[src/rtl/hazard_ctrl.sv]
// Pipeline sequencing controller: load-use bubble, taken-branch flush, data-memory wait freeze
// with timeout abort. Define HAZARD_CTRL_PERF_EN to add the stall/bubble performance counters.
module hazard_ctrl #(
  parameter int unsigned MEM_TIMEOUT = 15,
  parameter int unsigned CNT_W       = 4
) (
  input  logic        clk_i,
  input  logic        rst_i,
  input  logic [4:0]  IF_ID_RSaddr_i,
  input  logic [4:0]  IF_ID_RTaddr_i,
  input  logic [4:0]  ID_EX_RTaddr_i,
  input  logic        ID_EX_MemRead_i,
  input  logic        branch_taken_i,
  input  logic        EX_MEM_MemRead_i,
  input  logic        EX_MEM_MemWrite_i,
  input  logic        dmem_ack_i,
  output logic        dmem_req_o,
  output logic        PC_write_o,
  output logic        IF_ID_write_o,
  output logic        ID_EX_bubble_o,
  output logic        IF_ID_flush_o,
  output logic        freeze_o,
  output logic        mem_err_o
`ifdef HAZARD_CTRL_PERF_EN
  ,
  output logic [31:0] stall_cyc_o,
  output logic [31:0] bubble_cnt_o
`endif
);

  typedef enum logic [1:0] {StRun, StMemWait, StAbort} state_e;

  state_e           state_q;
  logic [CNT_W-1:0] wait_cnt_q;
  logic             mem_err_q;
  logic             access;
  logic             lu;

  assign access = EX_MEM_MemRead_i | EX_MEM_MemWrite_i;
  assign lu     = ID_EX_MemRead_i && (ID_EX_RTaddr_i != 5'd0) &&
                  ((ID_EX_RTaddr_i == IF_ID_RSaddr_i) || (ID_EX_RTaddr_i == IF_ID_RTaddr_i));

  always_ff @(posedge clk_i or negedge rst_i) begin
    if (!rst_i) begin
      state_q    <= StRun;
      wait_cnt_q <= '0;
      mem_err_q  <= 1'b0;
    end else begin
      case (state_q)
        StRun: begin
          if (access && !dmem_ack_i) begin
            state_q    <= StMemWait;
            wait_cnt_q <= CNT_W'(1);
          end
        end
        StMemWait: begin
          if (dmem_ack_i) begin
            state_q    <= StRun;
            wait_cnt_q <= '0;
          end else if (wait_cnt_q == CNT_W'(MEM_TIMEOUT)) begin
            state_q   <= StAbort;
            mem_err_q <= 1'b1;
          end else begin
            wait_cnt_q <= wait_cnt_q + CNT_W'(1);
          end
        end
        StAbort: begin
          // One cycle with the pipeline released so the hung access drains out of MEM.
          state_q    <= StRun;
          wait_cnt_q <= '0;
        end
        default: begin
          state_q    <= StRun;
          wait_cnt_q <= '0;
        end
      endcase
    end
  end

  always_comb begin
    freeze_o   = 1'b0;
    dmem_req_o = 1'b0;
    case (state_q)
      StRun: begin
        freeze_o   = access & ~dmem_ack_i;
        dmem_req_o = access;
      end
      StMemWait: begin
        freeze_o   = ~dmem_ack_i;
        dmem_req_o = access;
      end
      default: begin
        freeze_o   = 1'b0;
        dmem_req_o = 1'b0;
      end
    endcase
  end

  // Freeze dominates the bubble, which dominates the flush; a held branch is seen again later.
  always_comb begin
    PC_write_o     = 1'b1;
    IF_ID_write_o  = 1'b1;
    ID_EX_bubble_o = 1'b0;
    IF_ID_flush_o  = 1'b0;
    if (freeze_o) begin
      PC_write_o    = 1'b0;
      IF_ID_write_o = 1'b0;
    end else if (lu) begin
      PC_write_o     = 1'b0;
      IF_ID_write_o  = 1'b0;
      ID_EX_bubble_o = 1'b1;
    end else if (branch_taken_i) begin
      IF_ID_flush_o = 1'b1;
    end
  end

  assign mem_err_o = mem_err_q;

`ifdef HAZARD_CTRL_PERF_EN
  logic [31:0] stall_cyc_q;
  logic [31:0] bubble_cnt_q;

  always_ff @(posedge clk_i or negedge rst_i) begin
    if (!rst_i) begin
      stall_cyc_q  <= '0;
      bubble_cnt_q <= '0;
    end else begin
      if (freeze_o && (stall_cyc_q != 32'hFFFF_FFFF)) begin
        stall_cyc_q <= stall_cyc_q + 32'd1;
      end
      if (ID_EX_bubble_o && (bubble_cnt_q != 32'hFFFF_FFFF)) begin
        bubble_cnt_q <= bubble_cnt_q + 32'd1;
      end
    end
  end

  assign stall_cyc_o  = stall_cyc_q;
  assign bubble_cnt_o = bubble_cnt_q;
`endif

endmodule

[config.mk]
export PLATFORM = sky130hd
export DESIGN_NAME = hazard_ctrl
export DESIGN_NICKNAME = d
export VERILOG_FILES = /design/src/rtl/hazard_ctrl.sv
export SDC_FILE = /design/constraint.sdc
export NUM_CORES = 1
export LEC_CHECK = 0
export CAP_MARGIN = 40
export CORE_MARGIN = 2
export CORE_UTILIZATION = 36
export DETAILED_ROUTE_END_ITERATION = 10
export PLACE_DENSITY = 0.74
export SYNTH_ARGS = -nofsm -noshare
export SYNTH_HDL_FRONTEND = slang
export SYNTH_SLANG_ARGS = --single-unit
[constraint.sdc]
create_clock -name clk_i -period 2 [get_ports clk_i]
set_clock_uncertainty 0.2 [all_clocks]
set_input_delay 0.4 -clock clk_i [delete_from_list [all_inputs] [get_ports clk_i]]
set_output_delay 0.4 -clock clk_i [all_outputs]
set_load 0.1 [all_outputs]
# After elaboration in Yosys (flattened, before gate mapping)
# Cells that the tools add are included.
# W data, S select, Z words.
[word_totals] register_bits=7 inputBits=22 output_inout_bits=7 wordCells=42
[classes] addsub=1 eq_ne=7 muxes=17 bitwise_logic=3 reduce_logical=11
[ops] operator="$mux W4" count=3
[ops] operator="$eq A5 B5 Y1" count=2
[ops] operator="$mux W1" count=8
[ops] operator="$pmux W4 S2" count=1
[ops] operator="$mux W2" count=3
[ops] operator="$ne A3 B3 Y1 const B" count=2
[ops] operator="$reduce_bool A5 Y1" count=1
[ops] operator="$add A4 B1 Y4 const B" count=1
[ops] operator="$eq A4 B4 Y1 const B" count=1
[ops] operator="$pmux W2 S2" count=1
[ops] operator="$reduce_and A2 Y1" count=2
[ops] operator="$logic_and A1 B1 Y1" count=3
[ops] operator="$reduce_and A3 Y1" count=1
[ops] operator="$eq A2 B1 Y1 const B" count=1
[ops] operator="$logic_not A2 Y1" count=1
[ops] operator="$ne A2 B2 Y1 const B" count=1
[ops] operator="$pmux W1 S2" count=1
[ops] operator="$reduce_or A2 Y1" count=1
[ops] operator="$and A1 B1 Y1" count=1
[ops] operator="$logic_not A1 Y1" count=1
[ops] operator="$logic_or A1 B1 Y1" count=1
[ops] operator="$not A1 Y1" count=1
[ops] operator="$or A1 B1 Y1" count=1

# Longest topological paths before layout
[logic_depth] word_depth=5 ltp_mapped=5 depth_no_buf=5

# Worst setup path before layout
# No wires, ideal clock.
[synth_timing] path_kind="register to output" start="register state_q[0]" end="output PC_write_o" t_arrival_ns=3.449 t_required_ns=1.400 slack_ns=-2.049 stages_incl_launch_ff=5 n_path_buf=1 path_cell_list="dfrtp_1 -> o31ai_1 -> inv_1 -> a21oi_1 -> buf_4"
[synth_via] elab_chain_len=3 word_cells_on_any_way=4 cone_classes="1 x eq/ne; 2 x mux; 1 x reduce/logical"
[synth_lines] item="start: declaration" line_no="33" source="state_e state_q;"
[synth_lines] item="start signal: assignment" line_no="45" source="state_q <= StRun;"
[synth_lines] item="start signal: assignment" line_no="52" source="state_q <= StMemWait;"
[synth_lines] item="start signal: assignment" line_no="58" source="state_q <= StRun;"
[synth_lines] item="$eq A2 B1 Y1 or $logic_not A2 Y1 (tied branches)" line_no="83" source="case (state_q)"
[synth_lines] item="$pmux W1 S2 (*)" line_no="83"
[synth_lines] item="via freeze_o" line_no="22" source="output logic freeze_o,"
[synth_lines] item="$mux W1 (*)"
[synth_lines] item="end: declaration" line_no="18" source="output logic PC_write_o,"
# Mark *: on every way through the listed nets, which the timed path passes. The rest lies on a longest branch.

# Final worst setup path
[layout_timing] start="input ID_EX_RTaddr_i[2]" end="output IF_ID_write_o"
[layout_via] elab_chain_len=5 word_cells_on_any_way=8 cone_classes="2 x eq/ne; 2 x mux; 4 x reduce/logical"
[layout_lines] item="start: declaration" line_no="11" source="input logic [4:0] ID_EX_RTaddr_i,"
[layout_lines] item="$eq A5 B5 Y1 or $reduce_bool A5 Y1 (tied branches)" line_no="41, 40"
[layout_lines] item="$logic_or A1 B1 Y1 or $logic_and A1 B1 Y1 (tied branches)" line_no="41, 40"
[layout_lines] item="$logic_and A1 B1 Y1 (*)" line_no="40" source="assign lu = ID_EX_MemRead_i && (ID_EX_RTaddr_i != 5'd0) &&"
[layout_lines] item="$mux W1 (*)" line_no="108" source="end else if (lu) begin"
[layout_lines] item="$mux W1 (*)" line_no="105" source="if (freeze_o) begin"
[layout_lines] item="end: declaration" line_no="19" source="output logic IF_ID_write_o,"
# Every way passes the cells marked *; elsewhere a longest branch is shown, timed or not.

==> flow_metrics.py <==
metrics = {
    "sta": {
        "hold_viol_final": 0,
        "period_minus_slack_ns": 2.26,
        "tightest_slew_ns": 0.395,
        "fmaxAchievable_mhz": 442,
        "finalMaxSlewViolations": 0,
        "hold-worst-slack_ns": 0.194,
        "timing.slew.headroom": 0.734,
        "fin_ws_ns": -0.264,
        "setup_violations": 4,
        "rsz0062_at_grt": "yes",
        "fin_crit_sh": 1.13,
    },
    "placement": {
        "gp_congestion": 0.835,
        "dpl.hpwl_um": 1260,
        "io_buffers": 28,
    },
    "floorplan": {
        "dieArea_um2": 1720,
        "core_region_area_um2": 1300,
        "num_rows": 13,
        "pin_count": 29,
        "initial_utilization": 0.388,
        "fp.dieH_um": 41.4,
        "fp.dieW_um": 41.4,
    },
    "cts": {
        "cts_buffers": 3,
        "clock_path_buffers": 2,
        "cts-root-buf": "clkbuf_4",
        "htree_levels": 1,
        "tritoncts": "done",
        "cts.sinks": 7,
        "clock_latency_ns": 0.26,
        "path_clk_slew_ns": 0.06,
    },
    "grt": {
        "grt_usage": 0.200,
        "grt_pass1_wl_um": 2620,
        "met2_usage": 0.344,
        "grt_pass1_vias": 594,
        "grt_overflow_total": 0,
        "grt_use_met3": 0.0391,
        "antenna_found_initial": 0,
        "grt_max_degree": 8,
        "grt_use_met1": 0.234,
        "busiest_layer": "met2",
    },
    "worst_setup_path": {
        "cp-end-kind": "output port",
        "crit_required_ns": 1.40,
        "critPathLaunchType": "input pin",
        "cp_max_fo": 3,
        "worstPathArrival_ns": 1.66,
        "critPathKind": "input pin to output port",
    },
    "final_layout": {
        "syn_to_final_growth_pct": 107,
        "diodes": 0,
        "final_common_cell": "buf_4",
        "layout_common_cells": "buf_4 (11), xnor2_1 (10), dlygate4sd2_1 (9)",
        "fin_nets": 127,
        "drive_gt1_frac": 0.398,
    },
    "status": {
        "failed_checks": "negative setup slack",
        "status": "complete, but fails checks",
    },
    "yosys": {
        "seq_area_frac_synth": 0.347,
        "synth-compound-area-share": 0.216,
        "synth_nets": 82,
        "synth_ff_type": "dfrtp_1",
        "synth-simple-area-share": 0.216,
        "synth_edf_count": 0,
        "ys_types": 25,
        "avgSynthCellArea_um2": 8.55,
        "synth_top_family_by_area": "simple AND/OR/NAND/NOR gates",
        "yosys_warnings": 0,
        "synth_mux_area_frac": 0,
        "synthArstFlopShare": 1.00,
        "yosys.area_share.xor_xnor": 0.174,
        "synthCells": 59,
        "synth_fa_ha_area_frac": 0.0248,
        "synthesis.area_um2": 504,
        "synth-seq-cells": 7,
    },
    "detailed_routing": {
        "drtAntennaViolNets": 0,
        "drtIter0Drc": 15,
        "via_per_inst": 5.14,
        "drc": 0,
        "wl_per_cell_um": 12.9,
        "dr.pass1.iters": 4,
        "via_count": 607,
        "drt-total-wl_um": 1520,
    },
    "power_and_ir_drop": {
        "p_per_area_nw_per_um2": 508,
        "power.leakage_nw": 0.474,
        "power.total_uw": 531,
        "peakVddDrop_mv": 0.366,
    },
    "worst_hold_path": {
        "hold_class": "input pin to async pin",
    },
    "job": {
        "cap_violations": 0,
    },
}
## critical path: stages
cell and delay, ns:
buf_6 0.09, or4_4 0.52, o21a_4 0.23, a21oi_4 0.21, buf_12 0.20
## Yosys cell counts (3+ instances only)
cell | count | area, um^2
nand3_1 | 3 | 15.0
a21oi_1 | 5 | 25.0
nand2_1 | 5 | 18.8
o21ai_0 | 4 | 20.0
dfrtp_1 | 7 | 175
nor2_1 | 7 | 26.3
xnor2_1 | 10 | 87.6
## worst paths after layout
kind	startpoint	to	slack, ns	cells after the start
setup / recovery	ID_EX_RTaddr_i[2]	IF_ID_write_o	-0.26	5
max in group asynchronous	rst_i	mem_err_o	1.16	1
hold / removal	rst_i	wait_cnt_q[3]	0.19	1
hold reg to reg	wait_cnt_q[1]	wait_cnt_q[1]	0.33	1
min in group clk_i	wait_cnt_q[1]	wait_cnt_q[1]	0.33	1
setup reg to reg	wait_cnt_q[0]	wait_cnt_q[3]	0.26	5
## sequential cells by signal, indices dropped and copies added (netlist names)
name and flops:
wait_cnt_q 4, state_q 2, mem_err_o 1
## layout make-up
class / instances / area [um^2]
inverter: 1 / 3.75
fill: 92 / 256
timing repair buffer: 41 / 432
multi-input combinational: 50 / 389
sequential: 7 / 175
tap: 15 / 18.8
clock buffer: 4 / 26.3
## per-stage QoR
| step | cells | worst slack, ns | area [um^2] | setup TNS [ns] | util |
|---|---|---|---|---|---|
| floorplan | 59 | -0.631 | 549 | -1.52 | - |
| global placement | 112 | -0.613 | 981 | -2.55 | 0.754 |
| detailed placement | 112 | -0.638 | 981 | -2.72 | 0.754 |
| CTS | 117 | -0.289 | 1030 | -1.06 | 0.794 |
| global route | 118 | -0.290 | 1040 | -1.01 | 0.803 |
| finish | 118 | -0.264 | 1040 | -0.903 | 0.803 |
## cells by family after synthesis
family	Yosys count
flip-flops	7
buffers and inverters	2
AO/OA/AOI/OAI	17
XOR/XNOR	10
AND/OR/NAND/NOR	22
adder cells (fa/ha/maj)	1
## metal layers
| metal | wire length [um] | up-vias | share of wire |
|---|---|---|---|
| li1 | - | 300 | - |
| met1 | 667 | 279 | 0.44 |
| met2 | 738 | 26 | 0.48 |
| met3 | 92 | 2 | 0.060 |
| met4 | 25 | 0 | 0.016 |
| met5 | 0 | - | 0 |
## report_power, final
group	internal (mW)	switching [mW]	total, mW
Sequential	0.150	0.00852	0.158
Clock	0.0765	0.0579	0.134
Combinational	0.114	0.125	0.238
## repair_timing
| item | CTS | global route |
|---|---|---|
| resized for setup | 36 | 10 |
| hold buffers | 0 | 0 |
| pin swaps | 15 | 10 |
| setup buffers | 1 | 1 |
| setup endpoints to repair | 5 | 5 |
Power figures use the tool's default switching activity.
